<file path="config.mk">
export PLATFORM = sky130hd
export DESIGN_NAME = ex_muldiv
export DESIGN_NICKNAME = d
export VERILOG_FILES = /design/src/rtl/muldiv_pkg.sv /design/src/rtl/muldiv_datapath.sv /design/src/rtl/ex_muldiv.sv
export SDC_FILE = /design/constraint.sdc
export NUM_CORES = 1
export LEC_CHECK = 0
export ABC_AREA = 1
export CAP_MARGIN = 5
export CORE_MARGIN = 4
export CORE_UTILIZATION = 40
export CTS_CLUSTER_DIAMETER = 200
export DETAILED_ROUTE_END_ITERATION = 10
export SLEW_MARGIN = 15
export SYNTH_ARGS = -nofsm -noshare
export SYNTH_HDL_FRONTEND = slang
export SYNTH_HIERARCHICAL = 1
export SYNTH_SLANG_ARGS = --single-unit
</file>
<file path="constraint.sdc">
create_clock -name clk_i -period 8.6 [get_ports clk_i]
set_input_delay 0.86 -clock clk_i [delete_from_list [all_inputs] [get_ports clk_i]]
set_output_delay 0.86 -clock clk_i [all_outputs]
set_load 0.1 [all_outputs]
</file>
<file path="src/rtl/muldiv_pkg.sv">
// muldiv_pkg: shared constants and FSM state type for the RV32M multiply/divide unit
package muldiv_pkg;
   localparam logic [6:0] FUNCT7_MULDIV = 7'b0000001;
   localparam logic [2:0] F3_MUL    = 3'b000;
   localparam logic [2:0] F3_MULH   = 3'b001;
   localparam logic [2:0] F3_MULHSU = 3'b010;
   localparam logic [2:0] F3_MULHU  = 3'b011;
   localparam logic [2:0] F3_DIV    = 3'b100;
   localparam logic [2:0] F3_DIVU   = 3'b101;
   localparam logic [2:0] F3_REM    = 3'b110;
   localparam logic [2:0] F3_REMU   = 3'b111;
   typedef enum logic [1:0] {IDLE, CALC, DONE} state_t;
endpackage

</file>
<file path="src/rtl/muldiv_datapath.sv">
// muldiv_datapath: operand latch, shift-add / restoring-divide step and sign fix-up
module muldiv_datapath
   import muldiv_pkg::*;
(
   input  logic        clk_i,
   input  logic        rst_i,
   input  logic        i_load,
   input  logic        i_step,
   input  logic        i_last,
   input  logic [2:0]  i_funct3,
   input  logic [31:0] i_a,
   input  logic [31:0] i_b,
   output logic        o_special,
   output logic [31:0] o_result
);
   logic [2:0]  r_op;
   logic        r_neg;
   logic [63:0] r_acc;
   logic [63:0] r_opa;
   logic [31:0] r_opb;
   logic        w_sa, w_sb, w_div0, w_ovf, w_ge;
   logic [31:0] w_mag_a, w_mag_b, w_spec, w_q_n, w_dmag, w_dres, w_mres, w_res;
   logic [32:0] w_shr, w_rem_n;
   logic [63:0] w_mul_acc, w_prod;
   assign w_sa      = !(i_funct3 == F3_MULHU || i_funct3 == F3_DIVU || i_funct3 == F3_REMU) && i_a[31];
   assign w_sb      = (i_funct3 == F3_MUL || i_funct3 == F3_MULH || i_funct3 == F3_DIV || i_funct3 == F3_REM) && i_b[31];
   assign w_mag_a   = w_sa ? -i_a : i_a;
   assign w_mag_b   = w_sb ? -i_b : i_b;
   assign w_div0    = i_funct3[2] && i_b == 32'h0;
   assign w_ovf     = i_funct3[2] && !i_funct3[0] && i_a == 32'h8000_0000 && i_b == 32'hFFFF_FFFF;
   assign o_special = w_div0 || w_ovf;
   assign w_spec    = i_funct3[1] ? (w_div0 ? i_a : 32'h0) : (w_div0 ? 32'hFFFF_FFFF : 32'h8000_0000);
   // multiply: r_opa is the left-shifting multiplicand, r_opb the right-shifting multiplier
   assign w_mul_acc = r_opb[0] ? r_acc + r_opa : r_acc;
   // divide: r_acc holds the partial remainder, r_opa[31:0] the dividend turning into the quotient
   assign w_shr     = {r_acc[31:0], r_opa[31]};
   assign w_ge      = w_shr >= {1'b0, r_opb};
   assign w_rem_n   = w_ge ? w_shr - {1'b0, r_opb} : w_shr;
   assign w_q_n     = {r_opa[30:0], w_ge};
   assign w_prod    = r_neg ? -w_mul_acc : w_mul_acc;
   assign w_mres    = r_op == F3_MUL ? w_prod[31:0] : w_prod[63:32];
   assign w_dmag    = r_op[1] ? w_rem_n[31:0] : w_q_n;
   assign w_dres    = r_neg ? -w_dmag : w_dmag;
   assign w_res     = r_op[2] ? w_dres : w_mres;
   always_ff @(posedge clk_i or negedge rst_i) begin
      if (!rst_i) begin
         r_op     <= 3'b0;
         r_neg    <= 1'b0;
         r_acc    <= 64'h0;
         r_opa    <= 64'h0;
         r_opb    <= 32'h0;
         o_result <= 32'h0;
      end else if (i_load) begin
         r_op  <= i_funct3;
         r_neg <= (i_funct3[2] && i_funct3[1]) ? w_sa : w_sa ^ w_sb;
         r_acc <= 64'h0;
         r_opa <= {32'h0, w_mag_a};
         r_opb <= w_mag_b;
         if (o_special) o_result <= w_spec;
      end else if (i_step) begin
         r_acc <= r_op[2] ? {31'h0, w_rem_n} : w_mul_acc;
         r_opa <= r_op[2] ? {32'h0, w_q_n} : {r_opa[62:0], 1'b0};
         r_opb <= r_op[2] ? r_opb : {1'b0, r_opb[31:1]};
         if (i_last) o_result <= w_res;
      end
   end
endmodule

</file>
<file path="src/rtl/ex_muldiv.sv">
// ex_muldiv: multi-cycle RV32M unit for the EX stage; FSM, iteration counter and stall/done handshake
module ex_muldiv
   import muldiv_pkg::*;
(
   input  logic        clk_i,
   input  logic        rst_i,
   input  logic        valid_i,
   input  logic        flush_i,
   input  logic [9:0]  funct_i,
   input  logic [31:0] RS1data_i,
   input  logic [31:0] RS2data_i,
   output logic        stall_o,
   output logic        done_o,
   output logic [31:0] result_o
);
   state_t     r_state;
   logic [4:0] r_cnt;
   logic       w_accept, w_special, w_calc, w_step, w_last;
   assign w_accept = r_state == IDLE && valid_i && funct_i[9:3] == FUNCT7_MULDIV && !flush_i;
   assign w_calc   = r_state == CALC;
   assign w_step   = w_calc && !flush_i;
   assign w_last   = w_step && r_cnt == 5'd31;
   // combinational so ID/EX is frozen at the very edge the op is accepted
   assign stall_o  = rst_i && (w_accept || w_calc);
   assign done_o   = r_state == DONE;
   always_ff @(posedge clk_i or negedge rst_i) begin
      if (!rst_i) begin
         r_state <= IDLE;
         r_cnt   <= 5'd0;
      end else begin
         case (r_state)
            IDLE: begin
               r_cnt <= 5'd0;
               if (w_accept) r_state <= w_special ? DONE : CALC;
            end
            CALC: begin
               r_cnt <= flush_i ? 5'd0 : r_cnt + 5'd1;
               if (flush_i) r_state <= IDLE;
               else if (r_cnt == 5'd31) r_state <= DONE;
            end
            default: r_state <= IDLE;
         endcase
      end
   end
   muldiv_datapath u_dp (
      .clk_i     (clk_i),
      .rst_i     (rst_i),
      .i_load    (w_accept),
      .i_step    (w_step),
      .i_last    (w_last),
      .i_funct3  (funct_i[2:0]),
      .i_a       (RS1data_i),
      .i_b       (RS2data_i),
      .o_special (w_special),
      .o_result  (result_o)
   );
endmodule
</file>
# [Word level (Yosys, flattened, before mapping)]
# Cells that the tools add are included.
[totals] register_bits=203 wordCells=99 output_inout_bits=34 in_bits=78
[op_classes] addsub=7 n_reduce_logical=33 n_eq_ne=16 bitwise=1 n_lt_le_gt_ge=1 mux=33
[ops] operator="$mux W64" count=8
[ops] operator="$mux W32" count=15
[ops] operator="$neg A32 Y32" count=3
[ops] operator="$add A64 B64 Y64" count=1
[ops] operator="$eq A32 B32 Y1 const B" count=2
[ops] operator="$neg A64 Y64" count=1
[ops] operator="$ge A33 B32 Y1" count=1
[ops] operator="$mux W33" count=1
[ops] operator="$sub A33 B32 Y33" count=1
[ops] operator="$logic_not A32 Y1" count=1
[ops] operator="$mux W31" count=1
[ops] operator="$logic_and A1 B1 Y1" count=13
[ops] operator="$eq A3 B3 Y1 const B" count=4
[ops] operator="$pmux W5 S2" count=1
[ops] operator="$mux W2" count=4
[ops] operator="$eq A7 B1 Y1 const B" count=1
[ops] operator="$logic_or A1 B1 Y1" count=7
[ops] operator="$logic_not A3 Y1" count=2
[ops] operator="$reduce_bool A2 Y1" count=3
[ops] operator="$add A5 B1 Y5 const B" count=1
[ops] operator="$eq A5 B5 Y1 const B" count=1
[ops] operator="$mux W5" count=1
[ops] operator="$ne A2 B2 Y1 const B" count=2
[ops] operator="$pmux W2 S2" count=1
[ops] operator="other kinds (12)" count=15

# [Logic depth before layout (Yosys ltp)]
# Gate-level depths: netlist of the first run.
[depth] word_depth=9 mapped_depth=31 mapped_depth_nobuf=29

# [Cells and area by module]
# Netlist of the first run, hierarchy kept.
[modules_own_cells] module="muldiv_datapath" cells_per_inst=4284 seq_area_each_um2=4904.7 area_each_um2=23787.8 instances=1
[modules_own_cells] module="ex_muldiv" cells_per_inst=59 seq_area_each_um2=175.2 area_each_um2=460.4 instances=1

# [Worst setup path after synthesis of the first run]
# OpenSTA, ideal clock, no wires.
[synth_path] path_type="input port to output port" startpoint="in flush_i" endpoint="out stall_o" path_stages=5 required_ps=7740 arrival_time_ps=2605 path_slack_ps=5135 cell_sequence="inv_1 nand2_1 nor2_4 nand3_2 a21boi_1"
[synth_via] elab_chain_cells=4
[synth_rtl] item="start, declared" line_no="ex_muldiv.sv:8" text="input logic flush_i,"
[synth_rtl] item="$logic_not A1 Y1" line_no="ex_muldiv.sv:19" text="assign w_accept = r_state == IDLE && valid_i && funct_i[9:3] == FUNCT7_MULDIV && !flush_i;"
[synth_rtl] item="$logic_and A1 B1 Y1" line_no="ex_muldiv.sv:19"
[synth_rtl] item="$logic_or A1 B1 Y1" line_no="ex_muldiv.sv:24" text="assign stall_o = rst_i && (w_accept || w_calc);"
[synth_rtl] item="$logic_and A1 B1 Y1" line_no="ex_muldiv.sv:24"
[synth_rtl] item="end, declared" line_no="ex_muldiv.sv:12" text="output logic stall_o,"
# Every way passes these cells.

# [Worst setup path in the final report of the first run]
[layout_path] startpoint="reg u_dp.r_acc[12]" endpoint="reg u_dp.o_result[28]"
[layout_via] elab_chain_cells=9 elab_cells_between_ends=15 cone_classes="4 x add/sub; 1 x order compare; 10 x mux"
[layout_rtl] item="start, declared" line_no="muldiv_datapath.sv:18" text="logic [63:0] r_acc;"
[layout_rtl] item="start signal, assigned" line_no="muldiv_datapath.sv:61" text="r_acc <= r_op[2] ? {31'h0, w_rem_n} : w_mul_acc;"
[layout_rtl] item="$add A64 B64 Y64, or another cell as far along" line_no="muldiv_datapath.sv:34" text="assign w_mul_acc = r_opb[0] ? r_acc + r_opa : r_acc;"
[layout_rtl] item="$mux W64 / $mux W33 (equally long branches)" line_no="muldiv_datapath.sv:34, muldiv_datapath.sv:38"
[layout_rtl] item="$neg A64 Y64 / $mux W32 (equally long branches)" line_no="muldiv_datapath.sv:40, muldiv_datapath.sv:42"
[layout_rtl] item="$mux W64 / $neg A32 Y32 (equally long branches)" line_no="muldiv_datapath.sv:40, muldiv_datapath.sv:43"
[layout_rtl] item="$mux W32 (on tied branches)" line_no="muldiv_datapath.sv:41, muldiv_datapath.sv:43"
[layout_rtl] item="$mux W32 (*)" line_no="muldiv_datapath.sv:44" text="assign w_res = r_op[2] ? w_dres : w_mres;"
[layout_rtl] item="$mux W32 (*)" line_no="muldiv_datapath.sv:64" text="if (i_last) o_result <= w_res;"
[layout_rtl] item="$mux W32 (*)" line_no="muldiv_datapath.sv:60" text="end else if (i_step) begin"
[layout_rtl] item="$mux W32 (*)" line_no="muldiv_datapath.sv:53" text="end else if (i_load) begin"
[layout_rtl] item="end signal, assigned" line_no="muldiv_datapath.sv:59" text="if (o_special) o_result <= w_spec;"
[layout_rtl] item="end signal, assigned" line_no="muldiv_datapath.sv:64"
[layout_rtl] item="end, declared" line_no="muldiv_datapath.sv:14" text="output logic [31:0] o_result"
# Every way passes the cells marked *; elsewhere a longest branch is shown, timed or not. The select of a mux whose other input is x is not followed.
# A chain may end at the register's enable or synchronous reset.

==> reports/results.ini, run 1 <==
[clock_network]
cts_num_sinks = 203
cts_max_level = 1
cts_root_buffer = clkbuf_16
clockBufferDepth = 3
insertion_delay_ns = 0.58
cts_tree = built
cts_buffers = 26
clk_pin_slew_ns = 0.07
hold_buffers = 0
cts_resized = 0
postCtsSetupBuffers = 0

[synthesis]
yosysUniqueCellTypes = 63
synth_enable_flop_cells = 0
syn_area_per_cell_um2 = 5.583
syn-num-nets = 4525
netlist_area_mm2 = 0.02425
synthMostInstantiatedCell = nand2_1
synth_area_leaders = nand2_1 23%, dfrtp_1 21%, inv_1 11%
ys_ff_latch = 203
synth_top_area_share_pct = 22.94
yosys_warnings = 6
yosys_most_used_dff = dfrtp_1
synth-seq-area-share_pct = 20.95
ys_async_sr_fraction_pct = 100.0
syn_inst = 4343
yosysTopAreaCell = nand2_1
synth_common_cells = 1482 x nand2_1, 739 x inv_1, 397 x nor2_1

[finish]
areaGrowthSynthToFinish_pct = 10.89
fin_util_pct = 45.22
nFillCells = 6602
final_area_mm2 = 0.02689
drive_gt1_share_pct = 3.680
antenna_cells = 0
fin_nets = 4564

[pwr]
internal_power_uw = 4435
pwr-share-clk_pct = 9.5
power.density_mw_per_mm2 = 450.9
switching_power_uw = 7690
p_comb_share_pct = 76.1
ir_drop_uv = 206.4
p_leak_uw = 0.01424
p_seq_share_pct = 14.3
swShare_pct = 63.42
total_power_uw = 12120

[route]
drc = 0
vias = 28850
first_pass_iters = 7
routedWlPerCell_um = 21.40
ant_nets = 0
drt_wl_total_mm = 110.7
detail_route.iter0.violations = 3458
vias_per_cell = 5.574

[floorplanning]
core_area_mm2 = 0.05946
die_h_um = 254.2
fp-row-count = 89
dieArea_mm2 = 0.06462
io_pins = 112
initial_core_util_pct = 40.78
chipWidth_um = 254.2

[critical_path]
cpMostUsedCell = nand2_1
crit_chain = ha_1 -> nand2_1 -> nor2_1 -> inv_1 -> nor2_1 -> nor2_2 -> nand3_2 -> nand2_2 -> nand2_2 -> o21ai_1 -> o21ai_2 -> ha_1 -> nand3_1 -> nor2_1 -> nand2_2 -> inv_1 -> nand3_1 -> nand2_2 -> nand2_1 -> nand2_1 -> nand3_1 -> nand2_1 -> nand2_1 -> a21oi_2
crit_family = simple AND/OR/NAND/NOR gates
worst_setup_path_start_kind = flip-flop
critPathCaptureType = flip-flop
critical_path_required_ns = 9.11
cp_slowest_cell = nand2_2
worstSetupPathType = flip-flop to flip-flop
worstPathMaxFanout = 38
cp.arrival_ns = 5.47
crit_buf_inv = 2
crit_path_max_incr_delay_ns = 0.81

[outcome]
status = finished clean

[timing]
final.setup.tns_ns = 0
hold_viol = 0
period_needed_ns = 4.961
fin_skew_ns = 0.02080
maxSlewViolCount = 0
hold_slack_ns = 0.1796
fin_crit_sh_pct = 57.68
max_freq_mhz = 201.6
worst_pin_slew_ns = 1.065
setup_viol = 0
rsz0062_at_grt = false
slew_headroom_pct = 28.78

[grt]
grt_max_degree = 82
grt_pass1_wl_mm = 161.7
grtUsageTotal_pct = 33.06
first_global_vias = 26110
antenna_found_initial = 2
overflow = 0

[job]
maxCapViolCount = 0

[placement]
gp_congestion = 1.080
port_buffers = 111
dpl_cell_area_mm2 = 0.02600
hpwlAfterDp_mm = 90.28

[hold_path]
hp-class = input pin to asynchronous set/reset pin

==> area by class of cell <==
cell class                 instances  area (um2)  area share (%)
multi-input combinational       3261       15810           58.80
sequential                       203        5085           18.91
inverter                         754        2833           10.54
timing repair buffer             136        1304           4.849
tap                              773       967.2           3.597
clock buffer                      37       732.0           2.722
clock inverter                    11       157.7          0.5863
==> per-layer routing <==
metal	track usage (%)	share of wire, %	vias up
met1	45.96	43	13240
met5	0	0	-
met3	6.210	10	258
met4	14.64	5.5	0
met2	50.17	42	1494
li1	-	-	13850
==> logic make-up (layout without fill, tap and decap cells) <==
group	Yosys count	count (layout)	synth area share, %
adder cells (fa/ha/maj)	104	104	5.428
AND/OR/NAND/NOR	2454	2454	42.28
XOR/XNOR	89	89	3.215
AO/OA/AOI/OAI	614	614	14.20
buffers and inverters	879	938	13.93
flip-flops	203	203	20.95
==> worst paths after layout <==
kind	startpoint	to	slack [ns]	depth (start not counted)
worst max-delay path	u_dp/r_acc[12]	u_dp/o_result[28]	3.64	24
worst max register to register	u_dp/r_acc[12]	u_dp/o_result[28]	3.64	24
min in group clk_i	u_dp/o_result[3]	u_dp/o_result[3]	0.49	2
worst min register to register	u_dp/o_result[3]	u_dp/o_result[3]	0.49	2
max in group asynchronous	rst_i	u_dp/r_neg	6.32	3
worst min-delay path	rst_i	u_dp/r_opa[32]	0.18	1
==> power groups by stage <==
stage | Combinational (uW) | Clock (uW) | Sequential (uW)
2_1_floorplan | 5900 | 0 | 1490
3_3_place_gp | 8900 | 0 | 1700
3_5_place_dp | 8830 | 0 | 1710
4_1_cts | 8870 | 1170 | 1700
5_1_grt | 9920 | 1210 | 1740
6_report | 9230 | 1160 | 1740
==> cells in the final DEF (no fill, tap or decap), types with 5 or more instances in the layout <==
master / n
nand2_1: 1481
inv_1: 736
nor2_1: 394
nand3_1: 368
o21ai_0: 261
dfrtp_1: 201
a21oi_1: 180
clkdlybuf4s50_1: 110
ha_1: 102
xor2_1: 79
nand4_1: 67
o22ai_1: 59
nor3_1: 42
clkbuf_16: 26
buf_4: 25
nand2_2: 24
o21bai_1: 17
nor2_2: 16
o21ai_1: 16
a31oi_1: 14
o211ai_1: 14
nand3b_1: 13
inv_2: 12
o221ai_1: 12
a32o_1: 11
xnor2_1: 10
nor4_1: 9
nand3_2: 8
o21ai_2: 8
clkbuf_1: 7
or2_2: 7
clkinv_2: 6
clkinv_1: 5
and2_1: 5
==> metrics by stage <==
stage	instances	setup WS, ns
2_1_floorplan	4343	5.135
3_3_place_gp	5127	3.859
3_5_place_dp	5127	3.895
4_1_cts	5175	3.879
5_1_grt	5175	3.443
6_report	5175	3.639
==> flip-flops by register name, indices dropped and copies added, names as in the netlist <==
| name | cells |
|---|---|
| u_dp/r_opa | 64 |
| u_dp/o_result | 32 |
| u_dp/r_op | 3 |
| r_cnt | 5 |
| u_dp/r_neg | 1 |
| u_dp/r_opb | 32 |
| u_dp/r_acc | 64 |
| r_state | 2 |
==> worst register-to-register path: stages (launching register included) <==
cell     delay, ns
dfrtp_1       0.53
ha_1          0.44
nand2_1       0.09
nor2_1        0.22
inv_1         0.07
nor2_1        0.17
nor2_2        0.06
nand3_2       0.09
nand2_2       0.27
nand2_2       0.82
o21ai_1       0.31
o21ai_2       0.27
ha_1          0.23
nand3_1       0.10
nor2_1        0.25
nand2_2       0.15
inv_1         0.10
nand3_1       0.11
nand2_2       0.13
nand2_1       0.07
nand2_1       0.06
nand3_1       0.07
nand2_1       0.12
nand2_1       0.07
a21oi_2       0.12
Note: power is estimated with default switching activity, not from simulation.
==> run 2: changes to the inputs <==
==> constraint.sdc (replaced) <==
create_clock -name clk_i -period 4.9 [get_ports clk_i]
set_input_delay 0.49 -clock clk_i [delete_from_list [all_inputs] [get_ports clk_i]]
set_output_delay 0.49 -clock clk_i [all_outputs]
set_load 0.1 [all_outputs]
==> run 2 against run 1 <==
Compared with the run above: count of clock-buffer cells in the layout grew 6; die area is the same; sequential power grew 76%; largest cell class unchanged.
==> reports/results.ini, run 2 (synthesis results as in run 1) <==
[outcome]
status = finished clean

[critical_path]
worst_setup_path_start_kind = flip-flop
critPathCaptureType = flip-flop
worstPathMaxFanout = 5  ; -87%
critical_path_required_ns = 5.36  ; -3.75 ns
worstSetupPathType = flip-flop to flip-flop
cp.arrival_ns = 5.07  ; -0.40 ns

[finish]
fin_nets = 4581  ; +0.37%
final_area_mm2 = 0.02708  ; +0.72%
areaGrowthSynthToFinish_pct = 11.68
nFillCells = 6668  ; +1.0%
drive_gt1_share_pct = 4.118  ; +0.44 points
reg_top3 = u_dp/r_acc: 64 flops, u_dp/r_opa: 64 flops
layout_common_cells = 1481 x nand2_1, 736 x inv_1, 394 x nor2_1
mostFrequentLayoutCell = nand2_1

[timing]
final.setup.tns_ns = 0  ; unchanged
setup_viol = 0  ; unchanged
worst_pin_slew_ns = 1.073  ; +0.008258 ns
max_freq_mhz = 217.3  ; +7.8%
hold_viol = 0  ; unchanged
slew_headroom_pct = 28.22  ; -0.55 points
fin_crit_sh_pct = 93.94  ; +36 points
period_needed_ns = 4.603  ; -0.3579 ns
fin_skew_ns = 0.02750  ; +0.006697 ns
rsz0062_at_grt = false
maxSlewViolCount = 0  ; unchanged

[clock_network]
cts_tree = built
cts_num_sinks = 203  ; unchanged
insertion_delay_ns = 0.59  ; about the same
postCtsSetupBuffers = 0  ; unchanged
cts_root_buffer = clkbuf_16
clockBufferDepth = 3  ; unchanged
cts_max_level = 1  ; unchanged
clk_pin_slew_ns = 0.06  ; about the same
cts_buffers = 27  ; +3.8%

[route]
drt_wl_total_mm = 108.8  ; -1.7%
vias = 28530  ; -1.1%
vias_per_cell = 5.492  ; -1.5%
first_pass_iters = 6  ; -1
detail_route.iter0.violations = 3449  ; -0.26%
ant_nets = 0  ; unchanged
routedWlPerCell_um = 20.95  ; -2.1%
drc = 0  ; unchanged

[placement]
dpl_cell_area_mm2 = 0.02613  ; +0.52%
hpwlAfterDp_mm = 88.69  ; -1.8%
gp_congestion = 1.056  ; -2.2%
port_buffers = 111  ; unchanged

[floorplanning]
dieArea_mm2 = 0.06462  ; unchanged
die_h_um = 254.2  ; unchanged
core_area_mm2 = 0.05946  ; unchanged
io_pins = 112  ; unchanged
chipWidth_um = 254.2  ; unchanged
initial_core_util_pct = 40.78  ; unchanged
fp-row-count = 89  ; unchanged

[pwr]
switching_power_uw = 13370  ; +74%
power.density_mw_per_mm2 = 785.0  ; +74%
total_power_uw = 21260  ; +75%
pwr-share-clk_pct = 9.8  ; +0.3 points
p_comb_share_pct = 75.7  ; -0.4 points
ir_drop_uv = 320.7  ; +55%
internal_power_uw = 7890  ; +78%
swShare_pct = 62.88  ; -0.54 points
p_seq_share_pct = 14.5  ; +0.2 points
p_leak_uw = 0.01435  ; +0.75%

[hold_path]
hp-class = input pin to asynchronous set/reset pin

[grt]
grt_pass1_wl_mm = 160.9  ; -0.47%
grtUsageTotal_pct = 32.67  ; -0.38 points
overflow = 0  ; unchanged
antenna_found_initial = 0  ; -2
grt_max_degree = 126  ; +54%
first_global_vias = 26150  ; +0.16%

[job]
maxCapViolCount = 0  ; unchanged

[run 2: path summary, 6_finish.rpt]
| kind | from | endpoint | slack, ns | cells past startpoint |
|---|---|---|---|---|
| setup / recovery | u_dp/r_acc[0] | u_dp/o_result[4] | 0.30 | 24 |
| hold / removal | rst_i | u_dp/r_opb[16] | 0.46 | 2 |
| setup reg to reg | u_dp/r_acc[0] | u_dp/o_result[4] | 0.30 | 24 |
| hold reg to reg | u_dp/o_result[18] | u_dp/o_result[18] | 0.49 | 2 |
| max in group asynchronous | rst_i | u_dp/r_opa[47] | 2.66 | 4 |
| min in group clk_i | u_dp/o_result[18] | u_dp/o_result[18] | 0.49 | 2 |
[run 2: cell type report]
cell class | count | area (um2) | share of cell area [%]
sequential | 203 | 5085 | 18.78
tap | 773 | 967.2 | 3.571
antenna | 2 | 5.005 | 0.01848
clock inverter | 7 | 81.33 | 0.3003
timing repair buffer | 152 | 1451 | 5.359
clock buffer | 43 | 845.8 | 3.123
inverter | 754 | 2833 | 10.46
multi-input combinational | 3261 | 15810 | 58.39
[run 2: timing repair]
| item | in CTS | in global routing |
|---|---|---|
| resized for setup | 0 | 2 |
| setup endpoints to repair | 0 | 2 |
| hold buffers | 1 | 0 |
| hold endpoints to repair | 24 | 0 |
[run 2: worst max-delay path, stage by stage (launching register included)]
cell	delay, ns
dfrtp_1	0.44
ha_2	0.32
inv_1	0.08
fa_1	0.48
inv_1	0.18
nand3_1	0.09
nand3_1	0.15
nand2_1	0.08
nand3_1	0.18
nand2_1	0.15
nand3b_1	0.20
nor2_2	0.10
nand2_1	0.10
nor2_1	0.14
nand2_1	0.18
nor2_2	0.15
nand3_1	0.19
nor2_1	0.23
nand2_1	0.12
nand3_1	0.09
nand2_1	0.06
o21ai_0	0.26
nand3_1	0.23
o211ai_1	0.20
nand2_1	0.10
[run 2: through the flow]
stage / util (%) / hold WS, ns / std cells / setup slack (ns)
floorplan: - / 0.1944 / 4343 / 1.666
global placement: 43.95 / 0.3590 / 5142 / 0.4762
detailed placement: 43.95 / 0.3575 / 5142 / 0.4339
CTS: 45.52 / 0.4569 / 5193 / 0.4075
global route: 45.53 / 0.4739 / 5193 / 0.07545
finish: 45.54 / 0.4563 / 5195 / 0.2971
[run 2: per-layer routing]
metal  global-route usage, %  up-vias  wire (um)
met5                       0        -          0
met4                   13.21        0       5343
met3                   7.699      236      11470
met2                   48.56     1402      44830
met1                   45.79    13030      47180
li1                        -    13860          -
[run 2: power by group through the flow]
stage | registers (uW) | logic, uW | clock network, uW
after global routing | 3080 | 17500 | 2180
after floorplan | 2620 | 10400 | 0
final | 3070 | 16100 | 2090
after global placement | 3020 | 15500 | 0
after CTS | 3010 | 15500 | 2120
after detailed placement | 3030 | 15400 | 0
